==> src/rtl/dmem_arbiter.sv <==
// dmem_arbiter: shares one data memory between the pipeline MEM stage (core
// port) and a debug/loader port (dbg port). The core has fixed priority, and
// the dbg port wins once it has lost STARVE_MAX arbitrations in a row. One
// access is in flight at a time: IDLE -> ISSUE -> (WAIT) -> RESP.
// Optional build macro DMEM_ARB_PERF_EN adds saturating 16-bit performance
// counters (core accesses, dbg accesses, core stall cycles).
module dmem_arbiter #(
    parameter int DATA_W     = 32,
    parameter int DM_ADDRESS = 9,
    parameter int MEM_LAT    = 1,
    parameter int STARVE_MAX = 4
) (
    input  logic                  clk,
    input  logic                  reset,
    input  logic                  core_req,
    input  logic                  core_we,
    input  logic [DM_ADDRESS-1:0] core_addr,
    input  logic [DATA_W-1:0]     core_wdata,
    input  logic [2:0]            core_funct3,
    output logic                  core_stall,
    output logic [DATA_W-1:0]     core_rdata,
    output logic                  core_rvalid,
    input  logic                  dbg_req,
    input  logic                  dbg_we,
    input  logic [DM_ADDRESS-1:0] dbg_addr,
    input  logic [DATA_W-1:0]     dbg_wdata,
    output logic                  dbg_gnt,
    output logic [DATA_W-1:0]     dbg_rdata,
    output logic                  dbg_rvalid,
    output logic                  mem_rd,
    output logic                  mem_wr,
    output logic [DM_ADDRESS-1:0] mem_addr,
    output logic [DATA_W-1:0]     mem_wdata,
    output logic [2:0]            mem_funct3,
`ifdef DMEM_ARB_PERF_EN
    output logic [15:0]           perf_core_acc,
    output logic [15:0]           perf_dbg_acc,
    output logic [15:0]           perf_stall_cyc,
`endif
    input  logic [DATA_W-1:0]     mem_rdata
);

    localparam int SC_W  = $clog2(STARVE_MAX + 1);
    localparam int LAT_W = (MEM_LAT > 2) ? $clog2(MEM_LAT - 1) : 1;
    localparam logic [SC_W-1:0]  STARVE_LIM = SC_W'(STARVE_MAX);
    // WAIT occupies MEM_LAT-1 cycles; the counter runs down to zero.
    localparam logic [LAT_W-1:0] WAIT_INIT  = LAT_W'((MEM_LAT > 2) ? (MEM_LAT - 2) : 0);

    typedef enum logic [1:0] {IDLE, ISSUE, WAIT, RESP} state_t;

    state_t                  state_q;
    logic                    owner_dbg_q;
    logic [SC_W-1:0]         starve_q;
    logic [SC_W-1:0]         starve_d;
    logic                    we_q;
    logic [DM_ADDRESS-1:0]   addr_q;
    logic [DATA_W-1:0]       wdata_q;
    logic [2:0]              funct3_q;
    logic [LAT_W-1:0]        lat_q;
    logic                    mem_rd_q;
    logic                    mem_wr_q;
    logic [DATA_W-1:0]       core_rdata_q;
    logic [DATA_W-1:0]       dbg_rdata_q;
    logic                    core_rvalid_q;
    logic                    dbg_rvalid_q;

    logic idle;
    logic dbg_win;
    logic core_win;
    logic sel_we;
    logic resp_next;

    // Arbitration is combinational on this cycle's requests while IDLE.
    assign idle      = (state_q == IDLE);
    assign dbg_win   = idle && dbg_req && ((starve_q == STARVE_LIM) || !core_req);
    assign core_win  = idle && core_req && !dbg_win;
    assign sel_we    = dbg_win ? dbg_we : core_we;
    // Data is valid at the end of the last ISSUE/WAIT cycle; RESP follows.
    assign resp_next = ((state_q == ISSUE) && (MEM_LAT == 1)) ||
                       ((state_q == WAIT) && (lat_q == '0));

    // Starvation counter: counts dbg losses, cleared by a dbg win or no dbg request.
    always_comb begin
        starve_d = starve_q;
        if (idle) begin
            if (!dbg_req || dbg_win) begin
                starve_d = '0;
            end else if (core_win && (starve_q != STARVE_LIM)) begin
                starve_d = starve_q + 1'b1;
            end
        end
    end

    // Access sequencer: latches the winner, strobes memory, captures load data.
    always_ff @(posedge clk or negedge reset) begin
        if (!reset) begin
            state_q       <= IDLE;
            owner_dbg_q   <= 1'b0;
            starve_q      <= '0;
            we_q          <= 1'b0;
            addr_q        <= '0;
            wdata_q       <= '0;
            funct3_q      <= 3'b000;
            lat_q         <= '0;
            mem_rd_q      <= 1'b0;
            mem_wr_q      <= 1'b0;
            core_rdata_q  <= '0;
            dbg_rdata_q   <= '0;
            core_rvalid_q <= 1'b0;
            dbg_rvalid_q  <= 1'b0;
        end else begin
            starve_q      <= starve_d;
            mem_rd_q      <= 1'b0;
            mem_wr_q      <= 1'b0;
            core_rvalid_q <= 1'b0;
            dbg_rvalid_q  <= 1'b0;
            case (state_q)
                IDLE: begin
                    if (dbg_win || core_win) begin
                        owner_dbg_q <= dbg_win;
                        we_q        <= sel_we;
                        addr_q      <= dbg_win ? dbg_addr : core_addr;
                        wdata_q     <= dbg_win ? dbg_wdata : core_wdata;
                        funct3_q    <= dbg_win ? 3'b010 : core_funct3;
                        mem_rd_q    <= !sel_we;
                        mem_wr_q    <= sel_we;
                        state_q     <= ISSUE;
                    end
                end
                ISSUE: begin
                    if (!resp_next) begin
                        state_q <= WAIT;
                        lat_q   <= WAIT_INIT;
                    end
                end
                WAIT: begin
                    if (!resp_next) begin
                        lat_q <= lat_q - 1'b1;
                    end
                end
                RESP: begin
                    state_q <= IDLE;
                end
                default: begin
                    state_q <= IDLE;
                end
            endcase
            if (resp_next) begin
                state_q       <= RESP;
                core_rvalid_q <= !owner_dbg_q;
                dbg_rvalid_q  <= owner_dbg_q;
                if (!we_q) begin
                    if (owner_dbg_q) begin
                        dbg_rdata_q <= mem_rdata;
                    end else begin
                        core_rdata_q <= mem_rdata;
                    end
                end
            end
        end
    end

    // Stall holds the pipeline until the core's own RESP cycle; forced low in reset.
    assign core_stall  = reset && core_req && !((state_q == RESP) && !owner_dbg_q);
    assign dbg_gnt     = reset && dbg_win;
    assign core_rdata  = core_rdata_q;
    assign core_rvalid = core_rvalid_q;
    assign dbg_rdata   = dbg_rdata_q;
    assign dbg_rvalid  = dbg_rvalid_q;
    assign mem_rd      = mem_rd_q;
    assign mem_wr      = mem_wr_q;
    assign mem_addr    = addr_q;
    assign mem_wdata   = wdata_q;
    assign mem_funct3  = funct3_q;

`ifdef DMEM_ARB_PERF_EN
    logic [15:0] perf_core_q;
    logic [15:0] perf_dbg_q;
    logic [15:0] perf_stall_q;

    // Saturating event counters: accesses counted on entry to ISSUE.
    always_ff @(posedge clk or negedge reset) begin
        if (!reset) begin
            perf_core_q  <= '0;
            perf_dbg_q   <= '0;
            perf_stall_q <= '0;
        end else begin
            if (core_win && (perf_core_q != 16'hFFFF)) begin
                perf_core_q <= perf_core_q + 16'd1;
            end
            if (dbg_win && (perf_dbg_q != 16'hFFFF)) begin
                perf_dbg_q <= perf_dbg_q + 16'd1;
            end
            if (core_stall && (perf_stall_q != 16'hFFFF)) begin
                perf_stall_q <= perf_stall_q + 16'd1;
            end
        end
    end

    assign perf_core_acc  = perf_core_q;
    assign perf_dbg_acc   = perf_dbg_q;
    assign perf_stall_cyc = perf_stall_q;
`endif

endmodule

==> config.mk <==
export PLATFORM = sky130hd
export DESIGN_NAME = dmem_arbiter
export DESIGN_NICKNAME = d
export VERILOG_FILES = /design/src/rtl/dmem_arbiter.sv
export SDC_FILE = /design/constraint.sdc
export NUM_CORES = 1
export LEC_CHECK = 0
export CORE_ASPECT_RATIO = 0.5
export CORE_UTILIZATION = 42
export CTS_CLUSTER_DIAMETER = 60
export DETAILED_ROUTE_END_ITERATION = 8
export GPL_TIMING_DRIVEN = 0
export MAX_ROUTING_LAYER = met4
export PLACE_DENSITY = 0.81
export SLEW_MARGIN = 20
export SYNTH_ARGS = -nofsm -noshare
export SYNTH_HDL_FRONTEND = slang
export SYNTH_SLANG_ARGS = --single-unit
==> constraint.sdc <==
create_clock -name clk -period 2.2 [get_ports clk]
set_input_delay 0.22 -clock clk [delete_from_list [all_inputs] [get_ports clk]]
set_output_delay 0.22 -clock clk [all_outputs]
set_load 0.01 [all_outputs]
After elaboration in Yosys (flattened, before gate mapping):

Cells that the tools add are included.

* output and inout port bits: 114
* input port bits: 123
* logic and storage cells: 75
* flip-flop bits (word level): 120

* add/sub/neg operators: 2
* bitwise logic cells: 3
* eq/ne operators: 8
* muxes and demuxes: 18
* reductions and logical operators: 30

Operators by type and width (count)
* $mux 32: 1
* $logic_and 1x1->1: 10
* $mux 1: 9
* $mux 3: 3
* $mux 9: 1
* $reduce_and 3->1: 3
* $logic_not 1->1: 6
* $pmux 2 s3: 1
* $reduce_and 2->1: 3
* $eq 2x2->1 const B: 2
* $logic_or 1x1->1: 4
* $mux 2: 2
* $ne 2x2->1 const B: 2
* $reduce_bool 2->1: 2
* $reduce_bool 4->1: 1
* $add 3x1->3 const B: 1
* $eq 3x3->1 const B: 1
* $ne 3x1->1 const B: 1
* $ne 3x3->1 const B: 1
* $not 1->1: 3
* $eq 2x1->1 const B: 1
* $logic_not 2->1: 1
* $pmux 1 s2: 1
* $sub 1x1->1 const B: 1

Longest topological paths before layout:

* word-level depth: 9
* depth in mapped cells: 7
* mapped depth without buffers: 5

Worst setup path before layout:

OpenSTA, ideal clock, no wires.

* path type: flip-flop to output port
* from: register starve_q[0]
* to: output port dbg_gnt
* stages on the path, launching flop included: 7
* arrival time: 1.465 ns
* slack: 0.515 ns
* path buffers: 2
* cells stage by stage: dfrtp_1 inv_1 ha_1 a21bo_2 clkbuf_1 clkbuf_1 and3_1

* word-level cells in the longest chain between the ends: 4

RTL lines
* from (decl): line 53 `logic [SC_W-1:0] starve_q;`
* from (signal assigned): line 112 `starve_q <= starve_d;`
* $eq 3x3->1: line 75 `assign dbg_win = idle && dbg_req && ((starve_q == STARVE_LIM) || !core_req);`
* $logic_or 1x1->1: line 75
* $logic_and 1x1->1: line 75
* $logic_and 1x1->1: line 165 `assign dbg_gnt = reset && dbg_win;`
* to (decl): line 27 `output logic dbg_gnt,`

Every way passes these cells.

Worst setup path after layout:

* from: register starve_q[1]
* to: output port dbg_gnt

The elaborated chain is that of the path after synthesis.

==> reports/qor.txt <==
Core area - 0.0119 mm²
Worst hold slack - -0.177 ns
Maximum VDD drop - 0.676 mV
Chain of cells forming the critical path - inv_1, ha_2, a21bo_4, clkbuf_8, and3_1, dlygate4sd2_1
Sinks on Clock Net - 120
M1 WL - 6630 µm
Failing checks - negative hold slack
Largest net degree at the start of global routing - 74
Period utilization - 92.3%
Mean Syn Cell Area - 11.6 µm²
Uppermost layer routed - met4
Relative slew slack - 65.2%
DRC viols - 0
Gr usage total - 25.3%
Die X - 159 µm
Critical path buffers and inverters - 3
Post-Place Cells - 847
Cell count after synthesis - 445
Seq cells post-synth - 120
# fillers - 880
NetSw - 4.00 mW
Wire length per cell - 17.4 µm
Max clock buf depth - 2
Clock Power Share - 23.1%
Clk root buf - clkbuf_16
Starting DRC count in detailed routing - 274
Vias in the first global route - 4766
CP max-delay cell - dfrtp_1
Setup ws final - 0.168 ns
Synth Cell Area - 0.00518 mm²
Power Dens Cells - 1430 mW/mm²
Synth unique cells - 37
GR Overflow Total - 0
Max Cap Viol - 0
Critical path type - register to output pin
Reg area - 0.00300 mm²
Syn Nets - 570
Max incr delay on CP - 0.35 ns
First-pass GRT wire length - 24300 µm
Post-route cell area - 0.00849 mm²
IO Pins - 237
Measured slew at the worst slew-check pin - 0.520 ns
Top Family by Delay on Critical Path - buffers and inverters
CP Data Arrival Time - 1.81 ns
Post-Route WL - 15400 µm
Post-synth EDFFs - 0
DRT antenna net count - 0
Setup violations, final - 0
Top cells by count, synth - dfrtp_1, mux2_2, nand3_1
Port bufs - 236
Routed wire length on met2 - 7730 µm
Vias per cell - 5.33
Pre-CTS WS - -0.402 ns
Final cell count without fillers - 884
CTS Hold Bufs - 3
Area after DPL - 0.00777 mm²
Via count - 4712
Static Leak - 3.40 nW
Placer Congestion - 0.829
RSZ-0062 raised after global routing - no
Sequential area share after synthesis - 58.0%
Cell accounting for the most synthesized area - dfrtp_1
Async set-reset flop share out of synthesis - 100%
Multi-input logic area - 0.00194 mm²
TritonCTS clock tree - built
Synth area leaders - dfrtp_1, mux2_2, a31oi_1
Synth warn - 0
CP required - 1.98 ns
Clk slew on worst S/H paths - 0.06 ns
Hold Path Class - input pin to asynchronous set/reset pin
Die ar. - 0.0128 mm²
CTS Buf Count - 17
N_diodes - 0
Share of cells above drive strength 1 - 18.5%
Tmin final - 2.03 ns
Clk Latency, worst-skew pair - 0.41 ns
CP Launch Type - register
Pre-antenna DRT Iters - 5
Switching part of the total - 32.8%
Clock Skews - 0.0128 ns
Top_reg_cell synth - dfrtp_1
CP endpoint kind - output pin
Flop pwr share - 31.8%
Fin. max-slew vios - 0
Die height - 80.5 µm
Initial antenna violation count - 0
Post-route core utilization - 71.3%
Internal power - 8.18 mW
Yosys top cell area share - 58.0%
Outcome - complete, but fails checks
Fin Setup TNS - 0 ns
Fin. Hold Viols - 71
Nets - 831
HPWL after detailed placement - 10900 µm
Area grow syn2layout - 64.0%
Peak Freq - 492 MHz
H-Tree Depth - 4
Site row count - 28
Initial core utilization - 43.5%
Met3 wire length - 756 µm
Top-count cell post-synth - dfrtp_1
Comb pwr share - 45.2%
Crit Path Max Fanout - 10
==> per-layer routing <==
metal | up-vias | GRT usage [%]
li1 | 2169 | -
met1 | 2317 | 31.2
met2 | 198 | 42.4
met3 | 28 | 4.49
met4 | 0 | 9.23
met5 | - | -
==> through the flow <==
stage | total power, mW | hold slack, ns
global route | 12.8 | -0.154
floorplan | 6.37 | -0.0756
finish | 12.2 | -0.177
global placement | 9.16 | 0.462
CTS | 12.2 | -0.169
detailed placement | 9.34 | 0.189
==> cells by family (layout without fill, tap and decap cells) <==
group                      after synthesis  count (layout)  share of synthesized area [%]
adders and majority gates                2               2                          0.483
buffers and inverters                   46             320                           4.79
AOI/OAI and AO/OA                      142             142                           15.5
and+or+nand+nor                         70              70                           7.13
muxes                                   64              64                           13.9
xor gates and xnor gates                 1               1                          0.169
DFF                                    120             120                           58.0
==> power groups by stage <==
stage | logic [mW] | clock network (mW) | registers (mW)
5_1_grt | 5.88 | 2.95 | 4.00
4_1_cts | 5.52 | 2.85 | 3.87
6_report | 5.50 | 2.81 | 3.87
3_3_place_gp | 5.32 | 0 | 3.83
2_1_floorplan | 2.03 | 0 | 4.34
3_5_place_dp | 5.43 | 0 | 3.90
==> worst reg2reg max path: cells and delay by family, from the launching register on <==
family                   cells  cell delay (ns)
AO/OA/AOI/OAI                3             0.82
buffers and inverters        2             0.49
flip-flops                   1             0.35
adder cells (fa/ha/maj)      1             0.18
==> what timing repair did <==
action | CTS | global route
endpoints found under the hold margin | 49 | 71
setup endpoints to repair | 1 | 0
buffers inserted | 3 | 0
resized for setup | 9 | 0
==> area by class of cell <==
cell class	instances	share of cell area, %
Sequential cell	120	35.4
Timing Repair Buffer	243	29.2
Multi-Input combinational cell	279	22.9
Clock buffer	18	5.17
Buffer	39	2.80
Tap cell	165	2.43
Clock inverter	14	1.93
Inverter	6	0.265
==> path summary, 6_finish.rpt <==
| path | from | end | slack [ns] | cells past startpoint |
|---|---|---|---|---|
| hold / removal | reset | dbg_rdata[13] | -0.18 | 2 |
| min in group clk | dbg_wdata[24] | mem_wdata[24] | 0.39 | 3 |
| setup / recovery | starve_q[1] | dbg_gnt | 0.17 | 6 |
| setup reg to reg | starve_q[1] | mem_addr[4] | 0.28 | 6 |
| hold reg to reg | owner_dbg_q | core_rvalid | 0.46 | 1 |
| max in group asynchronous | reset | dbg_rdata[22] | 1.45 | 4 |
==> state kept, by name, indices dropped and copies added (netlist names) <==
register     flops
mem_wr           1
owner_dbg_q      1
dbg_rdata       32
core_rdata      32
mem_funct3       3
mem_wdata       32
mem_rd           1
starve_q         3
core_rvalid      1
mem_addr         9
lat_q            1
we_q             1
dbg_rvalid       1
state_q          2
==> placed cells by master, fill, tap and decap left out, drive strengths merged, types with 2 or more instances in the layout <==
| cell | count |
|---|---|
| o21ai | 47 |
| nor2b | 2 |
| nor3b | 2 |
| mux2 | 64 |
| inv | 11 |
| clkinv | 6 |
| o2bb2ai | 2 |
| a21boi | 2 |
| or2 | 2 |
| nor2 | 9 |
| bufinv | 2 |
| clkdlybuf4s50 | 234 |
| clkbuf | 33 |
| a31oi | 44 |
| nand2 | 5 |
| a21oi | 43 |
| buf | 31 |
| dfrtp | 120 |
| and3 | 2 |
| ha | 2 |
| nand3 | 45 |
Note: power is estimated with default switching activity, not from simulation.
